### config.mk
export PLATFORM = sky130hd
export DESIGN_NAME = seg7_mux_driver
export DESIGN_NICKNAME = d
export VERILOG_FILES = /design/src/rtl/seg7_pkg.sv /design/src/rtl/seg7_hex_decode.sv /design/src/rtl/seg7_mux_driver.sv
export SDC_FILE = /design/constraint.sdc
export NUM_CORES = 1
export LEC_CHECK = 0
export CORE_MARGIN = 4
export CORE_UTILIZATION = 50
export DETAILED_ROUTE_END_ITERATION = 12
export PLACE_DENSITY = 0.73
export RECOVER_POWER = 50
export SYNTH_ARGS = -nofsm -noshare
export SYNTH_HDL_FRONTEND = slang
export SYNTH_SLANG_ARGS = --single-unit
### constraint.sdc
create_clock -name clk -period 4.3 [get_ports clk]
set_input_delay 0.645 -clock clk [delete_from_list [all_inputs] [get_ports clk]]
set_output_delay 0.645 -clock clk [all_outputs]
set_load 0.005 [all_outputs]
### src/rtl/seg7_pkg.sv
// seg7_pkg: segment table and index sizing rule shared by the seven-segment driver
// Contents: SEG_TABLE (hex digit -> active-high {a,b,c,d,e,f,g}), idx_width(n) = max(1, clog2(n))
package seg7_pkg;
    localparam logic [6:0] SEG_TABLE [16] = '{
        7'b1111110, 7'b0110000, 7'b1101101, 7'b1111001,
        7'b0110011, 7'b1011011, 7'b1011111, 7'b1110000,
        7'b1111111, 7'b1111011, 7'b1110111, 7'b0011111,
        7'b1001110, 7'b0111101, 7'b1001111, 7'b1000111
    };
    function automatic int idx_width(input int n);
        return (n > 1) ? $clog2(n) : 1;
    endfunction
endpackage

### src/rtl/seg7_hex_decode.sv
// seg7_hex_decode: combinational hex nibble to seven-segment decoder
// Ports: nibble (4-bit hex digit in), seg (7 active-high segments out, bit 6 = a ... bit 0 = g)
module seg7_hex_decode
    import seg7_pkg::*;
(
    input  logic [3:0] nibble,
    output logic [6:0] seg
);
    assign seg = SEG_TABLE[nibble];
endmodule

### src/rtl/seg7_mux_driver.sv
// seg7_mux_driver: time-multiplexed seven-segment display driver with tear-free shadow update
// Ports: clk, rst (sync, active-high), enable (0 blanks outputs), load (captures value/dp_mask),
//        value (nibble i = digit i), dp_mask (bit i = dp of digit i), an (one-hot digit select),
//        a_to_g (segments, bit 6 = a), dp, pending (loaded value awaiting commit),
//        frame_done (one-cycle pulse after each frame wrap)
// Option: define SEG7_LZ_BLANK_EN to darken digits above the most significant nonzero digit
module seg7_mux_driver
    import seg7_pkg::*;
#(
    parameter int NUM_DIGITS = 8,
    parameter int CLK_DIV    = 100000,
    parameter int ACTIVE_LOW = 1
) (
    input  logic                      clk,
    input  logic                      rst,
    input  logic                      enable,
    input  logic                      load,
    input  logic [4*NUM_DIGITS-1:0]   value,
    input  logic [NUM_DIGITS-1:0]     dp_mask,
    output logic [NUM_DIGITS-1:0]     an,
    output logic [6:0]                a_to_g,
    output logic                      dp,
    output logic                      pending,
    output logic                      frame_done
);
    localparam int   IDX_W = idx_width(NUM_DIGITS);
    localparam int   CNT_W = (CLK_DIV > 1) ? $clog2(CLK_DIV) : 1;
    localparam logic INV   = 1'(ACTIVE_LOW != 0);

    logic [CNT_W-1:0]        cnt;
    logic [IDX_W-1:0]        idx;
    logic [4*NUM_DIGITS-1:0] shadow_val;
    logic [4*NUM_DIGITS-1:0] disp_val;
    logic [NUM_DIGITS-1:0]   shadow_dp;
    logic [NUM_DIGITS-1:0]   disp_dp;
    logic [NUM_DIGITS-1:0]   an_q;
    logic [6:0]              seg_q;
    logic                    dp_q;
    logic                    tick;
    logic                    wrap;
    logic                    lit;
    logic [3:0]              nib;
    logic [6:0]              seg_hex;

    assign tick = cnt == CNT_W'(CLK_DIV - 1);
    assign wrap = tick && (idx == IDX_W'(NUM_DIGITS - 1));
    assign nib  = disp_val[4*idx +: 4];

    seg7_hex_decode u_dec (
        .nibble (nib),
        .seg    (seg_hex)
    );

`ifdef SEG7_LZ_BLANK_EN
    // A digit stays lit if it or any higher digit is nonzero; digit 0 always lit
    logic [NUM_DIGITS-1:0] vis;
    for (genvar i = 0; i < NUM_DIGITS; i++) begin : g_vis
        assign vis[i] = (i == 0) || (|disp_val[4*NUM_DIGITS-1:4*i]);
    end
    assign lit = vis[idx];
`else
    assign lit = 1'b1;
`endif

    always_ff @(posedge clk) begin
        if (rst) begin
            cnt        <= '0;
            idx        <= '0;
            shadow_val <= '0;
            shadow_dp  <= '0;
            disp_val   <= '0;
            disp_dp    <= '0;
            pending    <= 1'b0;
            frame_done <= 1'b0;
            an_q       <= '0;
            seg_q      <= '0;
            dp_q       <= 1'b0;
        end else begin
            cnt <= tick ? '0 : cnt + 1'b1;
            if (tick)
                idx <= wrap ? '0 : idx + 1'b1;
            // Commit only at the frame boundary so a frame never mixes old and new digits
            if (wrap && pending) begin
                disp_val <= shadow_val;
                disp_dp  <= shadow_dp;
                pending  <= 1'b0;
            end
            // A load in the commit cycle lands after the commit and re-arms pending
            if (load) begin
                shadow_val <= value;
                shadow_dp  <= dp_mask;
                pending    <= 1'b1;
            end
            frame_done <= wrap;
            an_q       <= (enable && lit) ? NUM_DIGITS'(1) << idx : '0;
            seg_q      <= enable ? seg_hex : '0;
            dp_q       <= enable && lit && disp_dp[idx];
        end
    end

    assign an     = an_q ^ {NUM_DIGITS{INV}};
    assign a_to_g = seg_q ^ {7{INV}};
    assign dp     = dp_q ^ INV;
endmodule
==> flow_summary.toml <==
[cells_and_area]
layout-drive-gt1-share = 0.0874
regArea_mm2 = 0.00236
nets = 640
syn_to_final_growth_pct = 24.3
fill_cells = 783
antenna_cells = 0
multi_input_area_mm2 = 0.00227
final_cells = 724

[timing]
fin_crit_sh = 0.753
fmax_mhz = 309
rsz0062_at_grt = "no"
tns_ns = 0
min_period_ns = 3.24
worst_pin_slew_ns = 1.93
final-hold-violation-count = 0
setup-violations-final = 0
skew_ns = 0.00706
timing.final.ws_setup_ns = 1.06
slew_violations = 92
relSlewSlack = -0.287

[floorplan]
die_area_mm2 = 0.0114
start_util = 0.519
die_height_um = 107
die_w_um = 107
core_mm2 = 0.00937
row_count = 35
io_pins = 62

[logic_synthesis]
ys.flop_type = "dfxtp_1"
yosysTopAreaCell = "dfxtp_1"
synth_fa_ha_area_frac = 0.0334
syn_inst = 531
synth-simple-area-share = 0.185
ys_types = 46
ys_seq_area_frac = 0.485
synth_edf_count = 0
synth.avg_cell_area_um2 = 9.17
ys_ff_latch = 118
async_flop_share = 0
ys_warn_count = 0
synth_top_family_by_area = "simple AND/OR/NAND/NOR gates"
yosysTopAreaCellShare = 0.485
synth_area_mm2 = 0.00487
synth_compound_area_frac = 0.0702
synth-xor-area-share = 0.0270
syn_nets = 588
synth_mux_area_frac = 0.151
synth_area_leaders = "dfxtp_1 49%, mux2i_1 9.7%, nand2_1 6.9%, nor2_1 5.6%, a21oi_1 4.7%"

[global_routing]
grt_pass1_vias = 3668
overflow = 0
grt_use_total = 0.181
grt_pass1_wl_um = 16700
antenna_found_initial = 0
grt_max_degree = 47

[clocking]
post_cts_resized = 0
tritoncts.num_buffers = 17
htree_levels = 4
clock_latency_ns = 0.51
clock_sinks = 118
clockBufferDepth = 2
clk_pin_slew_ns = 0.06
cts.hold.buffers_added = 0
cts_setup_buffers = 0
cts_tree = "built"
root_buffer = "clkbuf_8"

[detailed_routing]
via_count = 3707
drtPass1Iterations = 4
wl_per_cell_um = 13.6
drt-initial-drc-count = 140
drc = 0
postRouteAntennaNets = 0
viasPerCell = 5.12
totalWireLength_um = 9850

[setup_path]
path_class = "in2reg"
end_kind = "register"
path_cells = "clkbuf_1 -> clkbuf_1 -> nor2_1"
cp_data_required_time_ns = 4.62
reg2reg_depth = 6
reg2reg_from = "idx[0]$_SDFFE_PP0P_"
start_kind = "input port"
max_stage_delay_ns = 1.39
cp_slowest_cell = "clkbuf_1"
r2r-end = "seg_q[3]$_SDFF_PP0_"
crit_arrival_ns = 3.56
crit_path_max_fanout = 46
reg2reg_slack_ns = 1.49
crit_path_frequent_cell = "clkbuf_1"

[power_and_ir_drop]
p_leak_nw = 2.29
power_density_mw_per_mm2 = 418
ir_drop_mv = 0.290

[placement]
pre_cts_ws_ns = 1.53
port_buffers = 61
dp.cells = 693
hpwl_um = 6790
place.gp.congestion = 0.797

[run]
max_cap_viol_count = 2

[outcome]
status = "finished, violations left"
violations = "max-capacitance violations, max-slew violations"

[hold_path]
hold_path.class = "reg2reg"
hold_path_startpoint = "cnt[0]$_SDFF_PP0_"
whs_path_depth = 1
hold_end = "cnt[0]$_SDFF_PP0_"
through the flow:
step / utilization / instance area [µm²] / total power [mW] / hold slack [ns]
6_report: 0.646 / 6050 / 2.53 / 0.446
5_1_grt: 0.646 / 6050 / 2.62 / 0.480
4_1_cts: 0.646 / 6060 / 2.56 / 0.448
3_5_place_dp: 0.588 / 5510 / 1.28 / 0.438
3_3_place_gp: 0.588 / 5510 / 1.28 / 0.430
2_1_floorplan: - / 4870 / 1.22 / 0.417
power by group:
part | total, mW | internal [mW] | switching, mW | leakage (nW)
clock | 1.28 | 0.789 | 0.487 | 0.258
combinational | 0.118 | 0.0680 | 0.0503 | 1.07
sequential | 1.14 | 1.12 | 0.0157 | 0.961
total | 2.53 | 1.98 | 0.553 | 2.29
registers in the layout, indices dropped and copies added, names as in the netlist:
signal,flops
disp_val,32
frame_done,1
dp_q,1
cnt,17
shadow_val,32
idx,3
shadow_dp,8
an_q,8
seg_q,7
pending,1
disp_dp,8
layout make-up:
| type | instances | area share |
|---|---|---|
| Clock buffer | 19 | 0.0730 |
| Clock inverter | 12 | 0.0174 |
| Inverter | 23 | 0.0143 |
| Multi-Input combinational cell | 358 | 0.375 |
| Sequential cell | 118 | 0.390 |
| Tap cell | 129 | 0.0267 |
| Timing Repair Buffer | 65 | 0.103 |
cells by family after synthesis:
family          after synthesis
fa+ha+maj                    13
simple gates                208
xor+xnor                     15
mux                          61
buf+inv                      55
flops                       118
compound gates               61
per-layer routing:
layer	global-route usage	routed length, µm	up-vias
met4	0.0785	140	0
met3	0.0494	404	16
met5	0	0	-
met2	0.306	4900	72
met1	0.215	4410	1743
li1	-	-	1876
layout by cell type (no fill, tap or decap), drive strengths merged, types with 8 or more instances in the layout:
master           n
dfxtp          118
nand2           91
nor2            74
mux2i           48
a21oi           46
clkdlybuf4s50   43
inv             24
clkbuf          21
dlygate4sd3     16
ha              13
nand3            9
xor2             8
mux4             8
worst max-delay path, delay by kind of cell:
kind / cells / cell delay [ns]
buf+inv: 2 / 2.75
simple gates: 1 / 0.14
Yosys cell counts, drive strengths merged, types with 7 or more instances:
library cell	instances
a21oi	46
buf	16
clkbuf	16
dfxtp	118
ha	13
inv	23
mux2i	48
mux4	8
nand2	91
nand3	9
nor2	74
xnor2	7
xor2	8
worst max path at each step:
stage                                  endpoint  slack, ns  cells after the start                start
floorplan                   seg_q[3]$_SDFF_PP0_       1.98                      8  idx[0]$_SDFFE_PP0P_
global placement            seg_q[5]$_SDFF_PP0_       1.65                      8  idx[0]$_SDFFE_PP0P_
detailed placement          seg_q[3]$_SDFF_PP0_       1.53                      6  idx[0]$_SDFFE_PP0P_
CTS                         seg_q[3]$_SDFF_PP0_       1.48                      6  idx[0]$_SDFFE_PP0P_
global route           disp_val[0]$_SDFFE_PP0P_       0.65                      3                  rst
finish              shadow_val[15]$_SDFFE_PP0P_       1.06                      3                  rst
(Power assumes the default switching activity.)
==> RTL edit 1, RTL diff (config.mk and constraints unchanged) <==
Add a define of `SEG7_LZ_BLANK_EN`.
--- a/src/rtl/seg7_mux_driver.sv
+++ b/src/rtl/seg7_mux_driver.sv
@@ -6,2 +6,4 @@
 // Option: define SEG7_LZ_BLANK_EN to darken digits above the most significant nonzero digit
+`define SEG7_LZ_BLANK_EN
+
 module seg7_mux_driver
Check against the original RTL: no difference found for any inputs over 10 cycles, from zero or initial values and one cycle with rst high; that may be too few to reach the edited logic, so the function may still have changed.
==> RTL edit 1 against the original RTL <==
  * Non-clock buffer count fell by 2
  * Register-to-register slack got worse by 95 ps
  * Routed wire length rose by 1.3%
  * Clock skew rose by 3.6 ps
  * Count of clock-buffer cells in the layout rose by 4
  * Critical path type is now reg2reg
  * Sequential cell count did not move
  * The flow still finishes with violations (max-capacitance violations, max-slew violations)
  * Total power rose by 6.3%
  * Area after synthesis rose by 2.0%
  * Highest routed layer unchanged
  * Sequential power barely moved
  * Hold slack improved by 15 ps
  * Setup slack improved by 330 ps
  * Final area rose by 2.6%
==> RTL edit 1: results (changes against the original RTL) <==
| Metric | Value |
|---|---|
| Outcome | `finished with violations` |
| Failing checks | `max-capacitance violations, max-slew violations` |
| Worst hold slack | `461.3 ps (+15.40 ps)` |
| LEAKAGE | `2.771 nW (+21%)` |
| First-pass GRT wire length | `17190 um (+3.2%)` |
| Register area share after synthesis | `0.4758 (-0.009416)` |
| Mux share of post-synthesis cell area | `0.2225 (+0.07116)` |
| Buffers, non-clock | `63 (-3.1%)` |
| CP arrival | `3320 ps (-240 ps)` |
| Max Cap Viol | `1 (-1)` |
| RR Startpoint | `idx[1]` |
| Met3 Usage GRT | `0.04919 (-0.0001777)` |
| GR Util met2 | `0.3215 (+0.01574)` |
| Syn_nets | `554 (-5.8%)` |
| Synth area leaders | `dfxtp_1 48%, mux2i_1 17%, nor2_1 8.4%` |
| DRT Wirelength | `9976 um (+1.3%)` |
| Largest net degree at the start of global routing | `88 (+87%)` |
| Clock-cell share of area | `0.09750 (+0.007175)` |
| Via count | `3525 (-4.9%)` |
| Post-synthesis compound-gate area fraction | `0.03604 (-0.03412)` |
| Post-DP HPWL | `6839 um (+0.66%)` |
| Met2 wire length | `5109 um (+4.2%)` |
| Post-synthesis xor/xnor area fraction | `0.02646 (-0.0005237)` |
| Crit-path slowest cell | `dfxtp_1` |
| Slew headroom | `-0.8716 (-0.5849)` |
| M1 WL | `4356 um (-1.1%)` |
| Final Max Tran Viols | `42 (-54%)` |
==> RTL edit 1: power breakdown <==
part	total [W]	internal, W	switching [W]
registers	0.00114	0.00112	0.0000170
clock network	0.00143	0.000968	0.000464
logic	0.000120	0.0000711	0.0000489
total	0.00269	0.00216	0.000530
==> RTL edit 1: worst max-delay path by stage <==
stage            from        to  slack, ps  depth (start not counted)
6_report       idx[1]  seg_q[5]       1390                          8
5_1_grt        idx[1]  seg_q[5]       1210                          8
4_1_cts        idx[1]  seg_q[5]       1440                          8
3_5_place_dp   idx[1]  seg_q[5]       1460                          8
3_3_place_gp   idx[1]  seg_q[5]       1580                          8
2_1_floorplan  idx[1]  seg_q[5]       1990                         10
==> RTL edit 1: per-stage QoR <==
stage / cell area [um2] / total power, W
after CTS: 6212 / 0.002721
after floorplan: 4965 / 0.001221
after global routing: 6211 / 0.002785
after global placement: 5607 / 0.001280
after detailed placement: 5607 / 0.001284
final: 6211 / 0.002693
==> RTL edit 2, RTL diff (config.mk and constraints unchanged) <==
Made on the original files. Add an input register stage for `enable`, `load`, `value` and `dp_mask`; this delays them by one clock. Comments in the files are not updated.
--- a/src/rtl/seg7_mux_driver.sv
+++ b/src/rtl/seg7_mux_driver.sv
@@ -28,2 +28,14 @@
     localparam logic INV   = 1'(ACTIVE_LOW != 0);
+
+    logic enable_q;
+    logic load_q;
+    logic [4*NUM_DIGITS-1:0] value_q;
+    logic [NUM_DIGITS-1:0] dp_mask_q;
+
+    always_ff @(posedge clk) begin
+        enable_q  <= enable;
+        load_q    <= load;
+        value_q   <= value;
+        dp_mask_q <= dp_mask;
+    end
 
@@ -88,5 +100,5 @@
             // A load in the commit cycle lands after the commit and re-arms pending
-            if (load) begin
-                shadow_val <= value;
-                shadow_dp  <= dp_mask;
+            if (load_q) begin
+                shadow_val <= value_q;
+                shadow_dp  <= dp_mask_q;
                 pending    <= 1'b1;
@@ -94,5 +106,5 @@
             frame_done <= wrap;
-            an_q       <= (enable && lit) ? NUM_DIGITS'(1) << idx : '0;
-            seg_q      <= enable ? seg_hex : '0;
-            dp_q       <= enable && lit && disp_dp[idx];
+            an_q       <= (enable_q && lit) ? NUM_DIGITS'(1) << idx : '0;
+            seg_q      <= enable_q ? seg_hex : '0;
+            dp_q       <= enable_q && lit && disp_dp[idx];
         end
Behaviour: not the same (Yosys sat finds a counterexample within 4 cycles, from zero or initial values and one cycle with rst high).
==> RTL edit 2 against the original RTL <==
  * The flow still finishes with violations (max-capacitance violations, max-slew violations)
  * Area after synthesis grew 17%
  * Die area up 16%
  * Register-to-register slack got worse by 100 ps
  * Total power increased by 24%
  * Sequential cell count grew 42
  * Final area rose by 15%
  * Synthesized cell count rose by 8.5%
  * Utilization fell by 1.3 points
  * Routed wire length up 5.7%
  * Setup slack improved by 330 ps
  * First-iteration DRC count increased by 68%
  * Count of clock-buffer cells in the layout is 1 lower
  * Critical path type is now reg2reg
==> RTL edit 2: results (changes against the original RTL) <==
| Metric | Value |
|---|---|
| DR iter-0 viols | `235 (+68%)` |
| Vias per inst | `5.124 (about the same)` |
| LEAKAGE | `2.691 nW (+17%)` |
| Period minus WS final | `2910 ps (-327.5 ps)` |
| Post-CTS Repair Setup Buffers | `0 (unchanged)` |
| Internal | `0.002472 W (+25%)` |
| Crit path max fanout | `17 (-63%)` |
| Family with the most delay on the worst path | `multiplexers` |
| Final nets | `685 (+7.0%)` |
| Syn_nets | `633 (+7.7%)` |
| Worst-margin pin slew | `1584 ps (-345.9 ps)` |
| Yosys cell types | `45 (-2.2%)` |
| Gpl congestion | `0.8943 (+12%)` |
| Max Cap Viol | `1 (-1)` |
| Layout cells sized above 1 | `0.08580 (-0.001592)` |
| TritonRoute pass-1 iters | `5 (+1)` |
| Mux share of post-synthesis cell area | `0.1233 (-0.02808)` |
| Fin Clk Skew | `11.01 ps (+3.942 ps)` |
| Comb. pwr | `0.000102 W (-14%)` |
| Post-synthesis xor/xnor area fraction | `0.02304 (-0.003949)` |
| Register area share after synthesis | `0.5616 (+0.07643)` |
| Placed inst area | `0.006361 mm2 (+15%)` |
| GRT Util Overall | `0.1717 (-0.008914)` |
| DR WL/cell | `13.33 um (-2.0%)` |
| Top cells by count, synth | `160 x dfxtp_1, 95 x nand2_1, 70 x nor2_1` |
| Post-synthesis compound-gate area fraction | `0.06253 (-0.007634)` |
| Failing checks | `max-capacitance violations, max-slew violations` |
| Outcome | `finished with violations` |
| Crit-path slowest cell | `dfxtp_1` |
| Adder-cell share of the synthesized area | `0.02852 (-0.004889)` |
| Root buf cell | `clkbuf_16` |
| Final Max Tran Viols | `38 (-59%)` |
| Vias in the first global route | `3968 (+8.2%)` |
| Seq pwr | `0.00156 W (+37%)` |
| Clock Latency Late Sink | `420 ps (-90 ps)` |
| Regs by FF count | `disp_val x32, shadow_val x32, value_q x32` |
| Peak supply drop | `0.3214 mV (+11%)` |
| Hold_sp | `disp_dp[6]` |
| Largest net degree at the start of global routing | `54 (+15%)` |
| Max stage delay on crit path | `880 ps (-510 ps)` |
| First-pass GRT wire length | `18090 um (+8.6%)` |
| Worst hold path depth | `2 (+1)` |
| Hold Path Sink | `disp_dp[6]` |
## RTL edit 2: per-stage QoR
step                      cells  hold slack, ps
after detailed placement    749           443.2
after global placement      749           427.9
after floorplan             576           417.5
after global routing        781           468.2
after CTS                   781           452.0
final                       781           447.9
## RTL edit 2: per-layer routing
metal | GRT usage | wire length [um] | vias up | part of all wire
met5 | 0 | 0 | - | 0
met4 | 0.08372 | 268 | 0 | 0.026
met3 | 0.04842 | 514 | 24 | 0.049
met2 | 0.2883 | 5002 | 98 | 0.48
met1 | 0.2029 | 4626 | 1856 | 0.44
li1 | - | - | 2024 | -
## RTL edit 2: cell type report
| class | count | area, um2 |
|---|---|---|
| fillers | 903 | 4031 |
| flip-flops and latches | 160 | 3204 |
| multi-input cells | 360 | 2260 |
| repair buffers | 64 | 624.3 |
| clock buffers | 18 | 439.2 |
| well taps | 140 | 175.2 |
| clock inverters | 14 | 155.1 |
| inverters | 25 | 93.84 |
